### config.mk
export PLATFORM = sky130hd
export DESIGN_NAME = mem_access_stage
export DESIGN_NICKNAME = d
export VERILOG_FILES = /design/src/rtl/mem_access_stage.sv
export SDC_FILE = /design/constraint.sdc
export NUM_CORES = 1
export LEC_CHECK = 0
export CAP_MARGIN = 10
export CORE_ASPECT_RATIO = 1.75
export CORE_MARGIN = 8
export CORE_UTILIZATION = 41
export CTS_CLUSTER_DIAMETER = 100
export DETAILED_ROUTE_END_ITERATION = 16
export PLACE_DENSITY = 0.81
export SKIP_CTS_REPAIR_TIMING = 1
export SLEW_MARGIN = 40
export SYNTH_ARGS = -nofsm -noshare
export SYNTH_HDL_FRONTEND = slang
export SYNTH_SLANG_ARGS = --single-unit
### constraint.sdc
create_clock -name clk -period 1.9 [get_ports clk]
set_input_delay 0.19 -clock clk [delete_from_list [all_inputs] [get_ports clk]]
set_output_delay 0.19 -clock clk [all_outputs]
set_load 0.03 [all_outputs]
### src/rtl/mem_access_stage.sv
// mem_access_stage: MEM-stage load/store controller. It issues EX/MEM accesses
// on a valid/ready data port, formats store lanes and extends load data.
// Optional macro MEM_ACCESS_SUBWORD_EN enables byte/half accesses.
// Ports: clk, rstn (sync, active-low); r_valid/w_valid/addr/wdata/funct3 from EX/MEM;
// mem_req/mem_we/mem_addr/mem_wdata/mem_wstrb request, mem_ready/mem_resp/mem_rdata reply;
// stall freezes the pipeline; mdr is the load result and err flags misalign/timeout.
module mem_access_stage #(
  parameter int unsigned TIMEOUT = 255
) (
  input  logic        clk,
  input  logic        rstn,
  input  logic        r_valid,
  input  logic        w_valid,
  input  logic [31:0] addr,
  input  logic [31:0] wdata,
  input  logic [2:0]  funct3,
  output logic        mem_req,
  output logic        mem_we,
  output logic [31:0] mem_addr,
  output logic [31:0] mem_wdata,
  output logic [3:0]  mem_wstrb,
  input  logic        mem_ready,
  input  logic        mem_resp,
  input  logic [31:0] mem_rdata,
  output logic        stall,
  output logic [31:0] mdr,
  output logic        err
);
  localparam int unsigned CW = $clog2(TIMEOUT + 1);
  localparam logic [CW-1:0] CMAX = CW'(TIMEOUT - 1);

  typedef enum logic [1:0] {IDLE, REQ, RESP, DONE} state_t;
  typedef enum logic [1:0] {SZ_B, SZ_H, SZ_W} size_t;

  state_t        state, state_n;
  logic [CW-1:0] cnt;
  logic          acc, mis, tmo;
  logic [3:0]    wstrb_n;
  logic [31:0]   wdata_n, ext;

  assign acc = r_valid | w_valid;
  // The counter starts at 0 in the first RESP cycle, so the last
  // permitted wait cycle is the one where it reads TIMEOUT-1.
  assign tmo = cnt == CMAX;

`ifdef MEM_ACCESS_SUBWORD_EN
  size_t      sz, sz_q;
  logic       uns_q;
  logic [1:0] off_q;
  logic [7:0] rb;
  logic [15:0] rh;

  // Stores decode the full funct3; loads use bit 2 only as the
  // unsigned flag, so LBU/LHU share the size of LB/LH.
  always_comb begin
    sz = SZ_W;
    unique case (1'b1)
      w_valid && funct3 == 3'b000:       sz = SZ_B;
      w_valid && funct3 == 3'b001:       sz = SZ_H;
      !w_valid && funct3[1:0] == 2'b00: sz = SZ_B;
      !w_valid && funct3[1:0] == 2'b01: sz = SZ_H;
      default:                           sz = SZ_W;
    endcase
  end

  assign mis = (sz == SZ_H && addr[0]) ||
               (sz == SZ_W && addr[1:0] != 2'b00);

  always_comb begin
    wstrb_n = '0;
    wdata_n = '0;
    if (w_valid) begin
      unique case (sz)
        SZ_B: begin
          wstrb_n = 4'b0001 << addr[1:0];
          wdata_n = {4{wdata[7:0]}};
        end
        SZ_H: begin
          wstrb_n = 4'b0011 << {addr[1], 1'b0};
          wdata_n = {2{wdata[15:0]}};
        end
        default: begin
          wstrb_n = 4'b1111;
          wdata_n = wdata;
        end
      endcase
    end
  end

  assign rb = 8'(mem_rdata >> {off_q, 3'b000});
  assign rh = off_q[1] ? mem_rdata[31:16] : mem_rdata[15:0];

  always_comb begin
    unique case (sz_q)
      SZ_B:    ext = {{24{rb[7] & ~uns_q}}, rb};
      SZ_H:    ext = {{16{rh[15] & ~uns_q}}, rh};
      default: ext = mem_rdata;
    endcase
  end

  // Load shape is latched with the request so extraction does not
  // depend on EX/MEM staying frozen.
  always_ff @(posedge clk) begin
    if (!rstn) begin
      sz_q  <= SZ_W;
      uns_q <= 1'b0;
      off_q <= 2'b00;
    end else if (state == IDLE && acc && !mis) begin
      sz_q  <= sz;
      uns_q <= funct3[2];
      off_q <= addr[1:0];
    end
  end
`else
  logic unused_f3;
  assign unused_f3 = ^funct3;
  assign mis       = addr[1:0] != 2'b00;
  assign wstrb_n   = w_valid ? 4'b1111 : 4'b0000;
  assign wdata_n   = w_valid ? wdata : '0;
  assign ext       = mem_rdata;
`endif

  always_ff @(posedge clk) begin
    if (!rstn) state <= IDLE;
    else       state <= state_n;
  end

  always_comb begin
    state_n = state;
    mem_req = 1'b0;
    stall   = 1'b0;
    unique case (state)
      IDLE: begin
        stall = acc;
        if (acc) state_n = mis ? DONE : REQ;
      end
      REQ: begin
        mem_req = 1'b1;
        stall   = 1'b1;
        if (mem_ready) state_n = RESP;
      end
      RESP: begin
        stall = 1'b1;
        if (mem_resp || tmo) state_n = DONE;
      end
      default: state_n = IDLE;
    endcase
  end

  always_ff @(posedge clk) begin
    if (!rstn) begin
      mem_we    <= 1'b0;
      mem_addr  <= '0;
      mem_wdata <= '0;
      mem_wstrb <= '0;
      cnt       <= '0;
      mdr       <= '0;
      err       <= 1'b0;
    end else begin
      err <= 1'b0;
      unique case (state)
        IDLE: begin
          if (acc && mis) begin
            err <= 1'b1;
            mdr <= '0;
          end else if (acc) begin
            mem_we    <= w_valid;
            mem_addr  <= {addr[31:2], 2'b00};
            mem_wdata <= wdata_n;
            mem_wstrb <= wstrb_n;
          end
        end
        REQ: begin
          if (mem_ready) cnt <= '0;
        end
        RESP: begin
          if (mem_resp) begin
            mdr <= mem_we ? '0 : ext;
          end else if (tmo) begin
            err <= 1'b1;
            mdr <= '0;
          end else begin
            cnt <= cnt + CW'(1);
          end
        end
        default: ;
      endcase
    end
  end
endmodule
Word level (Yosys, flattened, before mapping)
Index checks and enable logic that the tools add are counted.
{"block": "totals", "romBits": 0, "ff_bits": 110, "latch_bits": 0, "ramBits": 0, "wordCells": 54, "mem_count": 0, "inputBits": 105, "out_inout_bits": 104}
{"block": "classes", "div_mod_pow": 0, "n_shift": 0, "magnitude_cmp": 0, "eq_ne": 10, "muxes": 22, "addsub": 1, "bitwise": 2, "reduce_logical": 11, "mul": 0}
{"cell": "two-way mux 32 bit", "count": 5}
{"cell": "one-hot mux 32 bit (2 select lines)", "count": 1}
{"cell": "two-way mux 8 bit", "count": 3}
{"cell": "one-hot mux 8 bit (2 select lines)", "count": 1}
{"cell": "inequality test 2 bit (second input constant)", "count": 6}
{"cell": "AND reduction 3 bit", "count": 3}
{"cell": "adder 8 x 1 -> 8 bit (second input constant)", "count": 1}
{"cell": "equality test 8 bit (second input constant)", "count": 1}
{"cell": "two-way mux 2 bit", "count": 4}
{"cell": "one-hot mux 2 bit (3 select lines)", "count": 1}
{"cell": "nonzero test 2 bit", "count": 3}
{"cell": "two-way mux 1 bit", "count": 4}
{"cell": "two-way mux 4 bit", "count": 1}
{"cell": "one-hot mux 1 bit (2 select lines)", "count": 2}
{"cell": "AND reduction 4 bit", "count": 1}
{"cell": "inequality test 3 bit (second input constant)", "count": 1}
{"cell": "equality test 2 x 1 -> 1 bit (second input constant)", "count": 1}
{"cell": "equality test 2 bit (second input constant)", "count": 1}
{"cell": "zero test 2 bit", "count": 1}
{"cell": "OR reduction 2 bit", "count": 1}
{"cell": "logical AND 1 bit", "count": 1}
{"cell": "logical OR 1 bit", "count": 1}
{"cell": "NOT 1 bit", "count": 1}
{"cell": "OR 1 bit", "count": 1}

Depth between registers and ports, before layout
Gate-level depths: netlist (run 1).
{"block": "logic_depth", "word_depth": 4, "mapped_depth": 8, "ltp_nobuf": 6}

Least setup slack after synthesis (run 1)
Ideal clock, no wire load.
{"block": "synth_path", "path_kind": "register to register", "start": "register state[1]", "end": "register cnt[5]", "stages_incl_launch_ff": 7, "n_path_buf": 0, "setup_slack_ns": 0.213, "required_time_ns": 1.828, "setup_time_ns": 0.072, "arrival_time_ns": 1.616, "period_less_slack_ns": 1.687, "path_cell_list": "dfxtp_1 -> inv_1 -> ha_1 -> nor2b_1 -> or3_1 -> a21oi_1 -> mux2i_1"}
{"block": "synth_via", "elab_chain_len": 3, "elab_cells_between_ends": 8, "classes_between": "eq/ne: 5; mux: 1; reduce/logical: 2"}
{"item": "start: declaration", "line_no": "35", "rtl": "state_t state, state_n;"}
{"item": "start signal: assignment", "line_no": "125", "rtl": "else state <= state_n;"}
{"item": "equality test 2 bit or equality test 2 x 1 -> 1 bit (tied branches)", "line_no": "161", "rtl": "unique case (state)"}
{"item": "inequality test 2 bit (no line) or nonzero test 2 bit (tied branches)"}
{"item": "AND reduction 4 bit (no line)"}
{"item": "end signal: assignment", "line_no": "183", "rtl": "cnt <= cnt + CW'(1);"}
{"item": "end: declaration", "line_no": "36", "rtl": "logic [CW-1:0] cnt;"}
Several ways; a longest one is shown, not always the timed one.
A chain may end at the register's enable or synchronous reset.

Final worst setup path (run 1)
{"block": "layout_path", "start": "register state[0]", "end": "register mdr[20]"}
{"block": "layout_via", "elab_chain_len": 3, "elab_cells_between_ends": 7, "classes_between": "eq/ne: 3; mux: 1; reduce/logical: 3"}
{"item": "equality test 2 bit or zero test 2 bit (tied branches)", "line_no": "161"}
{"item": "inequality test 3 bit (no line), or another cell as far along"}
{"item": "AND reduction 3 bit (no line)"}
{"item": "end signal: assignment", "line_no": "178", "rtl": "mdr <= mem_we ? '0 : ext;"}
{"item": "end: declaration", "line_no": "26", "rtl": "output logic [31:0] mdr,"}
Several ways; a longest one is shown, not always the timed one.

==> out/metrics.yaml, run 1 <==
routedWlPerCell_um: 16.4
ys.flop_type: "dfxtp_1"
drive_above_1_share_pct: 4.86
dr.first_iter.drc_count: 131
io_buffers: 203
period_needed_ns: 1.77
synth.avg_cell_area_um2: 8.34
drtAntennaViolNets: 0
hold_viol: 0
crit_fanout: 32
max-cap-violations: 0
synth_top_cell_by_area: "dfxtp_1"
n_antenna_cell: 0
worstSetupPathType: "register to register"
setup_viol: 0
yosysMostFrequentCell: "nand2_1"
async_flop_share_pct: 0
insertion_delay_ns: 0.34
design_power_total_mw: 6.57
hold_path_class: "primary input to register"
clock_sinks: 106
core_um2: 10200
clock_path_buffers: 2
met3_usage_pct: 10.2
vias_per_cell: 5.04
wl_um: 13600
htree_levels: 3
fin_ws_ns: 0.131
ys_top_cells_by_count: "nand2_1 (169), dfxtp_1 (106), a21oi_1 (71)"
grt_pass1_wl_um: 21100
netlist.area_leader.share_pct: 49.4
route.detailed.drc: 0
die_area_um2: 14100
yosysSeqAreaShare_pct: 49.4
cts_tree: "built"
gr-usage-met1_pct: 18.3
vdd_ir_drop_max_uv: 577
worst_clock_skew_ns: 0.00539
leakagePower_nw: 2.45
floorplan.initialDensity_pct: 41.9
grtUsageTotal_pct: 18.7
hpwl_um: 10300
crit_path_start_kind: "register"
cts_buffers: 9
gp_congestion: 0.839
grt.overflow.total: 0
required_ns: 2.17
power_density_nw_per_um2: 977
slew_viol_final: 0
synth_warnings: 0
fin_hold_ws_ns: 0.390
status: "finished, final reports clean"
synth.area.top_cells: "dfxtp_1 (49%), nand2_1 (15%), mux2i_1 (8.9%)"
post-place-ws_ns: 0.0147
mappedNetlistArea_um2: 4290
route.vias.total: 4164
post-route-period-util_pct: 93.1
row_count: 49
area_growth_pct: 56.6
fin_nets: 808
antenna_found_initial: 0
die_h_um: 151
synth-seq-cells: 106
grt_max_degree: 67
synthCells: 515
clk_pin_slew_ns: 0.07
fmax_mhz: 565
critPathArrivalTime_ns: 2.04
synth-edff-count: 0
end_kind: "register"
grt_pass1_vias: 4321
yosys.cell_types.count: 31
met2_usage_pct: 32.7
cts_root_buffer: "clkbuf_16"
dr.pass1.iters: 4
ios: 209
fp.dieW_um: 93.4
top_usage_layer: "met2"
-- sequential cells by signal, summed over array words and instances (netlist names) --
| name | cells |
|---|---|
| cnt | 8 |
| mem_addr | 30 |
| mdr | 32 |
| mem_wdata | 32 |
| state | 2 |
| err | 1 |
| mem_wstrb | 1 |
-- area by class of cell --
class	instances	area, um^2
Fill cell	812	3520
Timing Repair Buffer	212	2160
Sequential cell	106	2120
Multi-Input combinational cell	363	1950
Clock buffer	10	239
Tap cell	127	159
Clock inverter	4	76.3
Inverter	5	18.8
-- power breakdown --
part	switching [mW]	internal (mW)	leakage, nW
sequential	0.102	2.38	0.858
combinational	1.18	0.923	1.44
clock	0.798	1.18	0.151
-- logic make-up after synthesis --
kind of cell    count (synthesis)  synth area share [%]
buf+inv                        47                  5.54
fa+ha+maj                       6                  1.75
flops                         106                  49.4
simple gates                  233                  23.2
mux                            38                  8.86
compound gates                 84                  11.2
other cells                     1                0.0874
-- per-layer routing --
metal	vias up	wire [um]
met2	171	6780
met3	16	1730
met5	-	0
met4	0	227
li1	2057	-
met1	1920	4830
-- per-stage QoR --
step	utilization [%]	setup TNS (ns)	cell area [um^2]	instances
6_report	65.7	0	6720	827
5_1_grt	65.7	-0.000752	6720	827
3_3_place_gp	62.5	0	6400	813
4_1_cts	65.6	-0.0459	6710	827
2_1_floorplan	-	0	4300	516
3_5_place_dp	62.5	0	6400	813
-- final timing paths --
kind / start / cells past startpoint / to / slack, ns
hold reg to reg: mem_wdata[13] / 2 / mem_wdata[13] / 0.45
hold / removal: addr[17] / 3 / mem_addr[17] / 0.39
setup reg to reg: state[0] / 7 / mdr[20] / 0.13
setup / recovery: state[0] / 7 / mdr[20] / 0.13
-- critical path: stages, from the launching register on --
cell	delay, ns
dfxtp_1	0.33
inv_1	0.10
ha_1	0.31
and2b_1	0.25
o21ai_4	0.12
o21ai_4	0.09
buf_12	0.25
mux2i_1	0.22
-- layout by cell type, fill, tap and decap left out, types with 2 or more instances in the layout --
cell and count:
clkdlybuf4s50_1 201, nand2_1 169, dfxtp_1 106, a21oi_1 70, mux2i_1 38, nand3_1 34, clkbuf_16 9, nand2b_1 7
nor2_1 6, ha_1 6, buf_4 5, buf_12 5, inv_1 4, o21ai_0 4, o21ai_4 3, or3_1 3
nor3_1 3, nor2b_1 2, nand4_1 2, o211ai_1 2, conb_1 2, bufinv_16 2
Note: power is estimated with default switching activity, not from simulation.
==> run 2, diff against run 1 <==
--- a/config.mk
+++ b/config.mk
@@ -13,7 +13,7 @@
 export DETAILED_ROUTE_END_ITERATION = 16
 export PLACE_DENSITY = 0.81
 export SKIP_CTS_REPAIR_TIMING = 1
-export SLEW_MARGIN = 40
+export SLEW_MARGIN = 0
 export SYNTH_ARGS = -nofsm -noshare
 export SYNTH_HDL_FRONTEND = slang
 export SYNTH_SLANG_ARGS = --single-unit
==> constraint.sdc (replaced) <==
create_clock -name clk -period 1.81 [get_ports clk]
set_input_delay 0.181 -clock clk [delete_from_list [all_inputs] [get_ports clk]]
set_output_delay 0.181 -clock clk [all_outputs]
set_load 0.03 [all_outputs]
==> run 2 against run 1 <==
  * Critical path depth is 6 lower
  * Global-route usage grew 0.57 points
  * Register-to-register slack hardly changed
  * Sequential power up 5%
  * Clock skew is 0.0031 ns higher
  * Non-clock buffer count grew 3
  * Clock power decreased by 3%
  * Final cell count grew 0.60%
  * Count of clock-buffer cells in the layout is 1 higher
  * Cell area rose by 0.33%
  * Routed wire length up 1.7%
  * Highest routed layer unchanged
  * First-iteration DRC count shrank 3.8%
==> out/metrics.yaml, run 2 (synthesized netlist as in run 1, its figures left out) <==
power_density_nw_per_um2: 1010  # was 977 nW/um^2
slew_viol_final: 0  # unchanged
vdd_ir_drop_max_uv: 645  # was 577 uV
insertion_delay_ns: 0.34  # about the same
clk_pin_slew_ns: 0.07  # about the same
min_to: "mem_addr[25]"  # was mem_addr[17]
crit_path_start_kind: "register"  # unchanged
route.detailed.drc: 0  # unchanged
n_antenna_cell: 0  # unchanged
die_area_um2: 14100  # unchanged
seqPwrFrac_pct: 38.3  # was 37.8%
layout_commonest_cell: "clkdlybuf4s50_1"  # unchanged
setup_viol: 0  # unchanged
die_h_um: 151  # unchanged
wl_um: 13800  # was 13600 um
clock_power_share_pct: 28.3  # was 30.1%
antenna_found_initial: 0  # unchanged
intPower_mw: 4.54  # was 4.49 mW
status: "finished, final reports clean"  # unchanged
htree_levels: 3  # unchanged
row_count: 49  # unchanged
post-route-util_pct: 65.9  # was 65.7%
floorplan.initialDensity_pct: 41.9  # unchanged
p_sw_share_pct: 33.2  # was 31.7%
path_cells: "clkdlybuf4s50_1"  # was inv_1 -> ha_1 -> and2b_1 -> o21ai_4 -> o21ai_4 -> buf_12 -> mux2i_1
cts_tree: "built"  # unchanged
grt_pass1_wl_um: 21800  # was 21100 um
cts_root_buffer: "clkbuf_16"  # unchanged
tns_ns: 0  # unchanged
crit_slowest_cell: "clkdlybuf4s50_1"  # was dfxtp_1
hpwl_um: 10400  # was 10300 um
drtAntennaViolNets: 0  # unchanged
end_kind: "primary output"  # was register
fin_nets: 811  # was 808
grtUsageTotal_pct: 19.3  # was 18.7%
worstSetupPathType: "register to primary output"  # was register to register
route.vias.total: 4184  # was 4164
nFillCells: 813  # was 812
period_needed_ns: 1.71
rr_endpoint: "mdr[7]"  # was mdr[20]
routedWlPerCell_um: 16.6  # was 16.4 um
crit_buf_inv: 1  # was 2
grt_max_degree: 67  # unchanged
area_growth_pct: 57.1  # was 56.6%
path_depth: 1  # was 7
clock_path_buffers: 2  # unchanged
critPathArrivalTime_ns: 1.53  # was 2.04 ns
clock_sinks: 106  # unchanged
drive_above_1_share_pct: 5.96  # was 4.86%
top_regs: "mdr (32), mem_wdata (32), mem_addr (30)"  # unchanged
cpPeakStageDelay_ns: 0.73  # was 0.33 ns
dr.pass1.iters: 4  # unchanged
grt.overflow.total: 0  # unchanged
r2r_cells: 7  # unchanged
cts_buffers: 9  # unchanged
finalNonFillerCells: 832  # was 827
post-route-period-util_pct: 94.5
p_switching_mw: 2.26  # was 2.08 mW
final_cell_mix: "clkdlybuf4s50_1 (201), nand2_1 (169), dfxtp_1 (105)"  # was clkdlybuf4s50_1 (201), nand2_1 (169), dfxtp_1 (106)
max-cap-violations: 0  # unchanged
post-place-ws_ns: -0.0383  # was 0.0147 ns
grt_pass1_vias: 4395  # was 4321
dp.cells: 816  # was 813
hold_viol: 0  # unchanged
fin_ws_ns: 0.0988  # was 0.131 ns
p_comb_share_pct: 33.4  # was 32.1%
worst_r2r_startpoint: "state[0]"  # unchanged
fp.dieW_um: 93.4  # unchanged
hold_path_startpoint: "addr[25]"  # was addr[17]
fmax_mhz: 584
ff2ff_setup_slack_ns: 0.12  # was 0.13 ns
whs_path_depth: 3  # unchanged
rsz0062_at_grt: "false"
leakagePower_nw: 2.46  # was 2.45 nW
path_delay_family: "buffers and inverters"  # unchanged
required_ns: 1.63  # was 2.17 ns
ios: 209  # unchanged
core_um2: 10200  # unchanged
hold_path_class: "primary input to register"  # unchanged
worst_clock_skew_ns: 0.00851  # was 0.00539 ns
io_buffers: 203  # unchanged
vias_per_cell: 5.03  # was 5.04
gp_congestion: 0.826  # was 0.839
dr.first_iter.drc_count: 126  # was 131
crit_fanout: 7  # was 32
==> run 2: cell count changes in the layout (fill, tap and decap cells not counted), sizes merged <==
cell    delta
inv        +3
bufinv     -2
clkbuf     +1
buf        +3
==> run 2: area by class of cell <==
cell class                      count  area, um^2  share of cell area (%)
Timing Repair Buffer              215        2200                    32.6
Sequential cell                   106        2120                    31.5
Multi-Input combinational cell    363        1950                    28.9
Clock buffer                       11         253                    3.75
Tap cell                          127         159                    2.36
Clock inverter                      5        42.5                   0.631
Inverter                            5        18.8                   0.278
==> run 2: per-layer routing <==
metal  routed length, um  GRT usage, %  share of wire, %  vias up
met5                   0             0                 0        -
met4                 209          6.16               1.5        0
met3                1780          9.88                13       17
met2                6850          34.5                50      177
met1                4950          18.5                36     1931
li1                    -             -                 -     2059
==> run 2: metrics by stage <==
step           hold slack [ns]  cell area [um^2]  total power, mW
6_report                 0.380              6750             6.80
5_1_grt                  0.382              6750             7.12
4_1_cts                  0.369              6730             6.85
3_5_place_dp             0.444              6430             4.92
3_3_place_gp             0.438              6430             4.86
2_1_floorplan            0.317              4300             4.08
==> run 2: how the worst max path moves through the flow <==
stage	startpoint	endpoint	slack (ns)
2_1_floorplan	state[1]	cnt[5]	0.12
3_3_place_gp	state[1]	cnt[1]	0.03
3_5_place_dp	state[1]	cnt[1]	-0.04
4_1_cts	state[1]	mem_req	-0.09
5_1_grt	state[0]	mdr[7]	0.01
6_report	mem_wstrb[2]	mem_wstrb[1]	0.1
==> run 2: power by group through the flow <==
stage / clock network, mW / registers, mW / logic (mW)
CTS: 1.97 / 2.60 / 2.27
floorplan: 0 / 2.91 / 1.17
global route: 2.06 / 2.63 / 2.44
global placement: 0 / 2.64 / 2.21
finish: 1.93 / 2.61 / 2.27
detailed placement: 0 / 2.66 / 2.26
==> run 3, diff against run 2 <==
--- a/config.mk
+++ b/config.mk
@@ -13,6 +13,7 @@
 export DETAILED_ROUTE_END_ITERATION = 16
 export PLACE_DENSITY = 0.81
 export SKIP_CTS_REPAIR_TIMING = 1
+export SKIP_LAST_GASP = 1
 export SLEW_MARGIN = 0
 export SYNTH_ARGS = -nofsm -noshare
 export SYNTH_HDL_FRONTEND = slang
==> results of run 3 <==
Final layout, timing and power as in run 2 (identical DEF).
